File: src/rtl/exec_sequencer_if.sv
// Bus bundle between the exec_sequencer and its environment (instruction
// memory, register file and the control that starts or steps the program).
// The sequencer connects through the slave modport; the environment, or a
// bench, drives the master modport.
interface exec_sequencer_if;
    logic        i_start;
    logic [15:0] i_instr;
    logic        i_instr_valid;
    logic        i_step;
    logic [7:0]  o_pc;
    logic        o_fetch_req;
    logic [3:0]  o_rd_add_1;
    logic [3:0]  o_rd_add_2;
    logic [3:0]  o_opcode;
    logic [3:0]  o_destadd;
    logic        o_write_en;
    logic        o_busy;
    logic        o_halted;
    logic [7:0]  o_retired;

    modport master (
        output i_start, i_instr, i_instr_valid, i_step,
        input  o_pc, o_fetch_req, o_rd_add_1, o_rd_add_2, o_opcode,
               o_destadd, o_write_en, o_busy, o_halted, o_retired
    );

    modport slave (
        input  i_start, i_instr, i_instr_valid, i_step,
        output o_pc, o_fetch_req, o_rd_add_1, o_rd_add_2, o_opcode,
               o_destadd, o_write_en, o_busy, o_halted, o_retired
    );
endinterface

File: src/rtl/exec_sequencer.sv
// exec_sequencer: multi-cycle instruction sequencer.
// Each instruction runs FETCH (waits for the memory ack), then DECODE,
// EXEC and WB, one cycle each. Opcode 4'hF halts; opcode 4'h0 is a NOP
// whose write strobe is suppressed. Every output is a register.
//
// Optional feature: define SEQ_STEP_EN for single-step operation. With it,
// a fetch is only requested and accepted while a step pulse is pending.
// Without it, i_step is ignored and the program runs freely.
module exec_sequencer (
    input  logic            i_clk,
    input  logic            i_reset,
    exec_sequencer_if.slave bus
);

    typedef enum logic [2:0] {
        ST_IDLE   = 3'd0,
        ST_FETCH  = 3'd1,
        ST_DECODE = 3'd2,
        ST_EXEC   = 3'd3,
        ST_WB     = 3'd4,
        ST_HALT   = 3'd5
    } state_t;

    localparam logic [3:0] OP_NOP  = 4'h0;
    localparam logic [3:0] OP_HALT = 4'hF;

    // Retired-instruction counter increment that sticks at all-ones.
    function automatic logic [7:0] sat_inc(input logic [7:0] value);
        if (value == 8'hFF) begin
            sat_inc = 8'hFF;
        end else begin
            sat_inc = value + 8'd1;
        end
    endfunction

    state_t      state_r,     state_nxt_s;
    logic [7:0]  pc_r,        pc_nxt_s;
    logic [15:0] ir_r,        ir_nxt_s;
    logic [7:0]  retired_r,   retired_nxt_s;
    logic [3:0]  rd1_r,       rd1_nxt_s;
    logic [3:0]  rd2_r,       rd2_nxt_s;
    logic [3:0]  opcode_r,    opcode_nxt_s;
    logic [3:0]  dest_r,      dest_nxt_s;
    logic        we_r,        we_nxt_s;
    logic        fetch_req_r, fetch_req_nxt_s;
    logic        busy_r,      busy_nxt_s;
    logic        halted_r,    halted_nxt_s;

    logic        restart_s;
    logic        ack_s;
    logic        fetch_gate_s;
    logic        fetch_gate_nxt_s;

    // A restart is only honoured while idle or halted.
    assign restart_s = bus.i_start &&
                       ((state_r == ST_IDLE) || (state_r == ST_HALT));

`ifdef SEQ_STEP_EN
    logic step_pending_r;
    logic step_pending_nxt_s;

    // Next value of the step flag: a restart or a fetch ack consumes it.
    always_comb begin
        step_pending_nxt_s = step_pending_r;
        if (restart_s || ack_s) begin
            step_pending_nxt_s = 1'b0;
        end else if (bus.i_step) begin
            step_pending_nxt_s = 1'b1;
        end else begin
            step_pending_nxt_s = step_pending_r;
        end
    end

    // Step flag storage.
    always_ff @(posedge i_clk or negedge i_reset) begin
        if (!i_reset) begin
            step_pending_r <= 1'b0;
        end else begin
            step_pending_r <= step_pending_nxt_s;
        end
    end

    assign fetch_gate_s     = step_pending_r;
    assign fetch_gate_nxt_s = step_pending_nxt_s;
`else
    logic step_unused_s;

    assign step_unused_s    = bus.i_step;
    assign fetch_gate_s     = 1'b1;
    assign fetch_gate_nxt_s = 1'b1;
`endif

    // Memory ack only counts in FETCH, and only while fetching is enabled.
    assign ack_s = (state_r == ST_FETCH) && bus.i_instr_valid && fetch_gate_s;

    // Next-state and next-output computation. Outputs are computed for the
    // state being entered, so they are valid during that state.
    always_comb begin
        state_nxt_s   = state_r;
        pc_nxt_s      = pc_r;
        ir_nxt_s      = ir_r;
        retired_nxt_s = retired_r;
        rd1_nxt_s     = rd1_r;
        rd2_nxt_s     = rd2_r;
        opcode_nxt_s  = opcode_r;
        dest_nxt_s    = dest_r;
        we_nxt_s      = 1'b0;

        case (state_r)
            ST_IDLE, ST_HALT: begin
                if (bus.i_start) begin
                    state_nxt_s   = ST_FETCH;
                    pc_nxt_s      = 8'h00;
                    retired_nxt_s = 8'h00;
                end else begin
                    state_nxt_s   = state_r;
                end
            end
            ST_FETCH: begin
                if (ack_s) begin
                    ir_nxt_s = bus.i_instr;
                    if (bus.i_instr[15:12] == OP_HALT) begin
                        state_nxt_s = ST_HALT;
                    end else begin
                        state_nxt_s = ST_DECODE;
                        rd1_nxt_s   = bus.i_instr[7:4];
                        rd2_nxt_s   = bus.i_instr[3:0];
                    end
                end else begin
                    state_nxt_s = ST_FETCH;
                end
            end
            ST_DECODE: begin
                state_nxt_s  = ST_EXEC;
                rd1_nxt_s    = ir_r[7:4];
                rd2_nxt_s    = ir_r[3:0];
                opcode_nxt_s = ir_r[15:12];
                dest_nxt_s   = ir_r[11:8];
            end
            ST_EXEC: begin
                state_nxt_s = ST_WB;
                we_nxt_s    = (ir_r[15:12] != OP_NOP);
            end
            ST_WB: begin
                state_nxt_s   = ST_FETCH;
                pc_nxt_s      = pc_r + 8'd1;
                retired_nxt_s = sat_inc(retired_r);
            end
            default: begin
                state_nxt_s = ST_IDLE;
            end
        endcase

        busy_nxt_s      = (state_nxt_s == ST_FETCH)  || (state_nxt_s == ST_DECODE) ||
                          (state_nxt_s == ST_EXEC)   || (state_nxt_s == ST_WB);
        halted_nxt_s    = (state_nxt_s == ST_HALT);
        fetch_req_nxt_s = (state_nxt_s == ST_FETCH) && fetch_gate_nxt_s;
    end

    // Sequencer state and registered outputs; reset clears everything,
    // including a write strobe that was about to be issued.
    always_ff @(posedge i_clk or negedge i_reset) begin
        if (!i_reset) begin
            state_r     <= ST_IDLE;
            pc_r        <= 8'h00;
            ir_r        <= 16'h0000;
            retired_r   <= 8'h00;
            rd1_r       <= 4'h0;
            rd2_r       <= 4'h0;
            opcode_r    <= 4'h0;
            dest_r      <= 4'h0;
            we_r        <= 1'b0;
            fetch_req_r <= 1'b0;
            busy_r      <= 1'b0;
            halted_r    <= 1'b0;
        end else begin
            state_r     <= state_nxt_s;
            pc_r        <= pc_nxt_s;
            ir_r        <= ir_nxt_s;
            retired_r   <= retired_nxt_s;
            rd1_r       <= rd1_nxt_s;
            rd2_r       <= rd2_nxt_s;
            opcode_r    <= opcode_nxt_s;
            dest_r      <= dest_nxt_s;
            we_r        <= we_nxt_s;
            fetch_req_r <= fetch_req_nxt_s;
            busy_r      <= busy_nxt_s;
            halted_r    <= halted_nxt_s;
        end
    end

    assign bus.o_pc        = pc_r;
    assign bus.o_fetch_req = fetch_req_r;
    assign bus.o_rd_add_1  = rd1_r;
    assign bus.o_rd_add_2  = rd2_r;
    assign bus.o_opcode    = opcode_r;
    assign bus.o_destadd   = dest_r;
    assign bus.o_write_en  = we_r;
    assign bus.o_busy      = busy_r;
    assign bus.o_halted    = halted_r;
    assign bus.o_retired   = retired_r;

endmodule
File: src/flat_wrapper.sv
// flat-port wrapper written by rule: the top's interface ports become plain ports
module exec_sequencer_flat 
  (i_clk, i_reset, bus_i_start, bus_i_instr, bus_i_instr_valid, bus_i_step, bus_o_pc, bus_o_fetch_req, bus_o_rd_add_1, bus_o_rd_add_2, bus_o_opcode, bus_o_destadd, bus_o_write_en, bus_o_busy, bus_o_halted, bus_o_retired);
  exec_sequencer_if bus_i ();
  input  logic i_clk;
  input  logic i_reset;
  input wire logic [$bits(bus_i.i_start)-1:0] bus_i_start;
  input wire logic [$bits(bus_i.i_instr)-1:0] bus_i_instr;
  input wire logic [$bits(bus_i.i_instr_valid)-1:0] bus_i_instr_valid;
  input wire logic [$bits(bus_i.i_step)-1:0] bus_i_step;
  output wire logic [$bits(bus_i.o_pc)-1:0] bus_o_pc;
  output wire logic [$bits(bus_i.o_fetch_req)-1:0] bus_o_fetch_req;
  output wire logic [$bits(bus_i.o_rd_add_1)-1:0] bus_o_rd_add_1;
  output wire logic [$bits(bus_i.o_rd_add_2)-1:0] bus_o_rd_add_2;
  output wire logic [$bits(bus_i.o_opcode)-1:0] bus_o_opcode;
  output wire logic [$bits(bus_i.o_destadd)-1:0] bus_o_destadd;
  output wire logic [$bits(bus_i.o_write_en)-1:0] bus_o_write_en;
  output wire logic [$bits(bus_i.o_busy)-1:0] bus_o_busy;
  output wire logic [$bits(bus_i.o_halted)-1:0] bus_o_halted;
  output wire logic [$bits(bus_i.o_retired)-1:0] bus_o_retired;
  assign bus_i.i_start = bus_i_start;
  assign bus_i.i_instr = bus_i_instr;
  assign bus_i.i_instr_valid = bus_i_instr_valid;
  assign bus_i.i_step = bus_i_step;
  assign bus_o_pc = bus_i.o_pc;
  assign bus_o_fetch_req = bus_i.o_fetch_req;
  assign bus_o_rd_add_1 = bus_i.o_rd_add_1;
  assign bus_o_rd_add_2 = bus_i.o_rd_add_2;
  assign bus_o_opcode = bus_i.o_opcode;
  assign bus_o_destadd = bus_i.o_destadd;
  assign bus_o_write_en = bus_i.o_write_en;
  assign bus_o_busy = bus_i.o_busy;
  assign bus_o_halted = bus_i.o_halted;
  assign bus_o_retired = bus_i.o_retired;
  exec_sequencer u_core (.i_clk(i_clk), .i_reset(i_reset), .bus(bus_i));
endmodule
File: config.mk
export PLATFORM = sky130hd
export DESIGN_NAME = exec_sequencer_flat
export DESIGN_NICKNAME = d
export VERILOG_FILES = /design/src/rtl/exec_sequencer_if.sv /design/src/rtl/exec_sequencer.sv /design/src/flat_wrapper.sv
export SDC_FILE = /design/constraint.sdc
export NUM_CORES = 1
export LEC_CHECK = 0
export ABC_CLOCK_PERIOD_IN_PS = 4000
export CAP_MARGIN = 10
export CELL_PAD_IN_SITES_DETAIL_PLACEMENT = 2
export CELL_PAD_IN_SITES_GLOBAL_PLACEMENT = 2
export CORE_MARGIN = 4
export CORE_UTILIZATION = 35
export CTS_BUF_LIST = sky130_fd_sc_hd__clkbuf_8
export DETAILED_ROUTE_END_ITERATION = 6
export GPL_ROUTABILITY_DRIVEN = 0
export GPL_TIMING_DRIVEN = 1
export PLACE_DENSITY_LB_ADDON = 0.1
export SLEW_MARGIN = 0
export SYNTH_ARGS = -nofsm -noshare
export SYNTH_HDL_FRONTEND = slang
export SYNTH_SLANG_ARGS = --single-unit
File: constraint.sdc
create_clock -name i_clk -period 4 [get_ports i_clk]
set_input_delay 0.6 -clock i_clk [delete_from_list [all_inputs] [get_ports i_clk]]
set_output_delay 0.6 -clock i_clk [all_outputs]
set_load 0.005 [all_outputs]
==> metrics, run 1 <==
status completed; Synth cell types 44; Synth Area per Inst 12.6 um^2; synthesized flop and latch total 55; final core occ 0.474; die height 92.9 um; worst-case reg-to-reg path depth 3; die footprint 0.00862 mm^2; CP delay by family, top simple AND/OR/NAND/NOR gates; area share of the leading cell type in the synthesized netlist 0.546; Clock Latency Late Sink 320 ps; diodes inserted 0; Post-CTS Repair Setup Buffers 0; unrepaired setup endpoints after global routing no; Crit path depth 3; Fin Setup TNS 0 ps; DR vias 1815; I/O pin cnt 57; Setup CP Type register to register; fill count 705; Routed WL per cell 17.7 um; EDFF count, synth 0; Final Hold Vio Count 0; Fmax 432 MHz; Std-Cell Core Area 0.00691 mm^2; PortBufs 55; final setup fails 0; top post-synthesis cells by area dfrtp_1, mux2_2, mux2_1, o21ai_0, and4_1; clock skew 7.05 ps; Cell Pwr Density 678 mW/mm^2; final worst path period need 2310 ps; DR iter-0 viols 65; antenna violations before repair 0; dpl hpwl 4.44 mm; Buf/Inv on CP 0; first-pass GRT wire length 10.6 mm; warnings from Yosys 0; Crit path required time 4220 ps; slew margin rel. 0.359; die width 92.9 um; share of cells above drive strength 1 0.184; Rows 30; Post-Syn Area 0.00252 mm^2; Max Fanout on Critical Path 17; Initial Utilization 0.365; CTS sink count 55; most common cell after layout, fill and taps aside dfrtp_1; maxcap violations 0; DRC 0; cells along the critical path nor3b_4 > a21o_1 > mux2_2; post_cts resized 0; dominant synthesized flop cell dfrtp_1; Max Slew Vio Count 0; Clock Tree Root clkbuf_8; worst-margin pin slew 961 ps; Tot GR Track Use 0.157; maximum vdd drop 0.000292 V; Setup crit start kind register; slowest stage cell, crit path nor3b_4; largest net degree at the start of global routing 34; antenna viol nets, final 0; GRT Residual Overflow 0; Lkg Pwr 1.37 nW; vias in the first global route 2050; sequential share of the synthesized area 0.546; Post-Route WL 6.21 mm; Area Growth Syn to Fin 29.9%; CTS clk-pin slew, worst paths 110 ps; TritonCTS clock tree yes; asr flop ratio synth 1.00; crit path capture type register; Synth Net Count 223; Post-Synthesis Cells 200; vias per inst 5.16; post-synth top area cell dfrtp_1; final net count 278; drt pass-1 iters 4; arrival time at the worst endpoint 2540 ps; most frequent cells in the layout dfrtp_1, clkdlybuf4s50_1, mux2_2; Critical Path Max Stage Delay 860 ps; Final Cycle Share 0.578; clock buffer depth 2; TritonCTS Buffers 5; Hold/Removal Path Class input pin to async pin; Post-CTS Hold Buffers 0; Clock H-tree levels 2
[cell type report]
type,instances,area [um^2],area share
timing repair buffer,58,568,0.173
sequential,55,1380,0.420
clock inverter,3,50.0,0.0153
multi-input combinational,129,1070,0.326
tap,96,120,0.0367
clock buffer,5,68.8,0.0210
inverter,6,22.5,0.00688
[power breakdown]
group          leakage (nW)  total, mW  switching, mW  internal [mW]
Combinational         0.626      0.861          0.337          0.524
Clock                0.0607      0.399          0.206          0.194
Sequential            0.686      0.962          0.181          0.781
Total                  1.37       2.22          0.724           1.50
[sequential cells by signal, indices dropped and copies added, names as in the netlist]
| register | count |
|---|---|
| u_core.bus.o_fetch_req | 1 |
| u_core.bus.o_rd_add_1 | 4 |
| u_core.bus.o_pc | 8 |
| u_core.bus.o_destadd | 4 |
| u_core.bus.o_retired | 8 |
| u_core.bus.o_rd_add_2 | 4 |
| u_core.bus.o_write_en | 1 |
| u_core.bus.o_opcode | 4 |
| u_core.state_r | 3 |
| u_core.bus.o_busy | 1 |
| u_core.ir_r | 16 |
| u_core.bus.o_halted | 1 |
[cell families (layout without fill, tap and decap cells)]
kind of cell | Yosys count | in the layout | synth area share
AND/OR/NAND/NOR | 46 | 46 | 0.122
buffers and inverters | 16 | 72 | 0.0303
adder cells (fa/ha/maj) | 2 | 2 | 0.00992
multiplexers | 44 | 44 | 0.195
flip-flops | 55 | 55 | 0.546
XOR/XNOR | 2 | 2 | 0.00695
AO/OA/AOI/OAI | 35 | 35 | 0.0908
[synth_stat cells, drive strengths merged (5+ instances only)]
master   n
dfrtp   55
a21oi    5
nand2    7
o21ai   10
inv      6
mux2    40
and4     5
buf      8
[metal layers]
| layer | global-route usage | vias up | wire [um] |
|---|---|---|---|
| met5 | 0 | - | 0 |
| met4 | 0.0549 | 0 | 97 |
| met3 | 0.0349 | 8 | 245 |
| met2 | 0.273 | 33 | 3210 |
| met1 | 0.192 | 926 | 2660 |
| li1 | - | 848 | - |
[per-stage QoR]
stage | power [mW] | hold slack (ps) | cells | instance area (um^2) | worst slack (ps)
finish | 2.22 | 240 | 352 | 3270 | 1690
floorplan | 1.44 | 304 | 200 | 2520 | 2170
detailed placement | 1.86 | 479 | 344 | 3160 | 1460
global placement | 1.82 | 466 | 344 | 3160 | 1450
CTS | 2.27 | 254 | 352 | 3270 | 1620
global route | 2.41 | 268 | 352 | 3270 | 1500
[final timing paths]
check | from | end | slack (ps)
min in group i_clk | u_core.bus.o_rd_add_2[1] | u_core.bus.o_rd_add_2[1] | 500
hold / removal | i_reset | u_core.bus.o_retired[4] | 240
hold reg to reg | u_core.bus.o_rd_add_2[1] | u_core.bus.o_rd_add_2[1] | 500
max in group asynchronous | i_reset | u_core.bus.o_pc[3] | 2920
setup / recovery | u_core.state_r[1] | u_core.bus.o_rd_add_1[2] | 1690
setup reg to reg | u_core.state_r[1] | u_core.bus.o_rd_add_1[2] | 1690
No activity file was read; power rests on OpenSTA's default activity.
==> inputs of run 2 (changes only) <==
--- a/config.mk
+++ b/config.mk
@@ -5,12 +5,12 @@
 export SDC_FILE = /design/constraint.sdc
 export NUM_CORES = 1
 export LEC_CHECK = 0
-export ABC_CLOCK_PERIOD_IN_PS = 4000
+export ABC_CLOCK_PERIOD_IN_PS = 2300
 export CAP_MARGIN = 10
 export CELL_PAD_IN_SITES_DETAIL_PLACEMENT = 2
 export CELL_PAD_IN_SITES_GLOBAL_PLACEMENT = 2
 export CORE_MARGIN = 4
-export CORE_UTILIZATION = 35
+export CORE_UTILIZATION = 34
 export CTS_BUF_LIST = sky130_fd_sc_hd__clkbuf_8
 export DETAILED_ROUTE_END_ITERATION = 6
 export GPL_ROUTABILITY_DRIVEN = 0
==> constraint.sdc (replaced) <==
create_clock -name i_clk -period 2.3 [get_ports i_clk]
set_input_delay 0.345 -clock i_clk [delete_from_list [all_inputs] [get_ports i_clk]]
set_output_delay 0.345 -clock i_clk [all_outputs]
set_load 0.005 [all_outputs]
==> run 2 against run 1 <==
Design area is 1.5% higher. Routed wire length is 2.6% lower. Total power is 72% higher. First-iteration DRC count is 7.7% lower. Sequential share of layout area is 0.60 points lower. Setup slack worse by 1200 ps.
==> metrics, run 2 (synthesis results as in run 1) <==
pre-CTS setup slack 232 ps (-1230 ps); cells along the critical path buf_4 > and4bb_1 > a21o_1 > mux2_2; Crit path required time 2500 ps (-1720 ps); Clock Latency Late Sink 310 ps (about the same); Final Cycle Share 0.788 (+0.209); fill count 762 (+8.1%); cell area after layout 0.00332 mm^2 (+1.5%); CP delay by family, top flip-flops; Routed WL per cell 16.7 um (-5.6%); Tot GR Track Use 0.148 (-0.00994); TritonCTS clock tree yes; Max Fanout on Critical Path 11 (-6); Initial Utilization 0.349 (-0.0156); Area Growth Syn to Fin 31.8%; final worst path period need 1810 ps (-503 ps); DRC 0 (unchanged); largest net degree at the start of global routing 37 (+8.8%); Clock H-tree levels 2 (unchanged); multi-input logic area 0.00107 mm^2 (unchanged); status completed; I/O pin cnt 57 (unchanged); GRT Residual Overflow 0 (unchanged); clock skew 3.07 ps (-3.98 ps); DR iter-0 viols 60 (-7.7%); final setup fails 0 (unchanged); antenna violations before repair 0 (unchanged); die width 94.1 um (+1.3%); crit path capture type register; maxcap violations 0 (unchanged); TritonCTS Buffers 5 (unchanged); first-pass GRT wire length 10.4 mm (-2.2%); most common cell after layout, fill and taps aside dfrtp_1; max reg flops 16 (unchanged); Setup CP Type register to register; Buf/Inv on CP 1 (+1); slew margin rel. 0.656 (+0.297); antenna viol nets, final 0 (unchanged); final net count 286 (+2.9%); worst hold slack 486 ps (+246 ps); worst-margin pin slew 511 ps (-450 ps); slowest stage cell, crit path dfrtp_1; Area after DPL 0.00322 mm^2 (+2.2%); unrepaired setup endpoints after global routing no; Max Slew Vio Count 0 (unchanged); diodes inserted 0 (unchanged); Rows 31 (+3.3%); maximum vdd drop 0.000515 V (+76%); die footprint 0.00886 mm^2 (+2.7%); Std-Cell Core Area 0.00721 mm^2 (+4.5%); Lkg Pwr 1.40 nW (+2.3%); Fmax 552 MHz (+28%); drt pass-1 iters 4 (unchanged); vias in the first global route 2059 (+0.44%); final worst slack 489 ps (-1200 ps); CTS clk-pin slew, worst paths 100 ps (about the same); clock buffer depth 2 (unchanged); Clock Tree Root clkbuf_8; FF/Latch Area 0.00138 mm^2 (unchanged); Cell Pwr Density 1150 mW/mm^2 (+69%); vias per inst 5.11 (-0.84%); total power 3.82 mW (+72%); Final Hold Vio Count 0 (unchanged); post_cts resized 0 (unchanged); share of cells above drive strength 1 0.205 (+0.0210); Hold/Removal Path Class register to register; PortBufs 55 (unchanged); Reg with most FFs u_core.ir_r; dpl hpwl 4.54 mm (+2.4%); Post-Route WL 6.05 mm (-2.6%); most frequent cells in the layout dfrtp_1, clkdlybuf4s50_1, mux2_2; Critical Path Max Stage Delay 420 ps (-440 ps); Post-CTS Repair Setup Buffers 0 (unchanged); CTS sink count 55 (unchanged); arrival time at the worst endpoint 2010 ps (-530 ps); DR vias 1856 (+2.3%); Fin Setup TNS 0 ps (unchanged); die height 94.1 um (+1.3%); Setup crit start kind register
==> run 2: power breakdown <==
| part | internal (mW) | switching, mW |
|---|---|---|
| sequential | 1.36 | 0.251 |
| clock | 0.215 | 0.330 |
| combinational | 0.991 | 0.670 |
| total | 2.57 | 1.25 |
==> run 2: final timing paths <==
kind / from / endpoint / slack, ps / depth (start not counted)
worst max-delay path: u_core.state_r[2] / u_core.bus.o_rd_add_1[3] / 490 / 4
worst min-delay path: u_core.bus.o_pc[7] / u_core.bus.o_pc[7] / 490 / 1
worst max register to register: u_core.state_r[2] / u_core.bus.o_rd_add_1[3] / 490 / 4
worst min register to register: u_core.bus.o_pc[7] / u_core.bus.o_pc[7] / 490 / 1
max in group asynchronous: i_reset / u_core.ir_r[11] / 1210 / 3
min in group asynchronous: i_reset / u_core.bus.o_retired[4] / 530 / 2
==> run 2: through the flow <==
step,utilization,cells
final,0.460,363
after CTS,0.460,363
after global routing,0.460,363
after floorplan,-,200
after detailed placement,0.447,354
after global placement,0.447,354
==> run 2: cell type report <==
class	instances	area share
well taps	99	0.0373
multi-input cells	129	0.322
flip-flops and latches	55	0.414
inverters	6	0.00678
clock inverters	3	0.00565
clock buffers	5	0.0207
repair buffers	66	0.194
==> run 2: layer usage <==
metal / global-route usage / part of all wire / vias up
li1: - / - / 863
met1: 0.180 / 0.43 / 947
met2: 0.258 / 0.51 / 39
met3: 0.0377 / 0.050 / 7
met4: 0.0361 / 0.010 / 0
met5: 0 / 0 / -
==> run 2: what timing repair did <==
item,CTS,global route
setup endpoints to repair,0,0
endpoints found under the hold margin,19,0
hold buffers,1,0
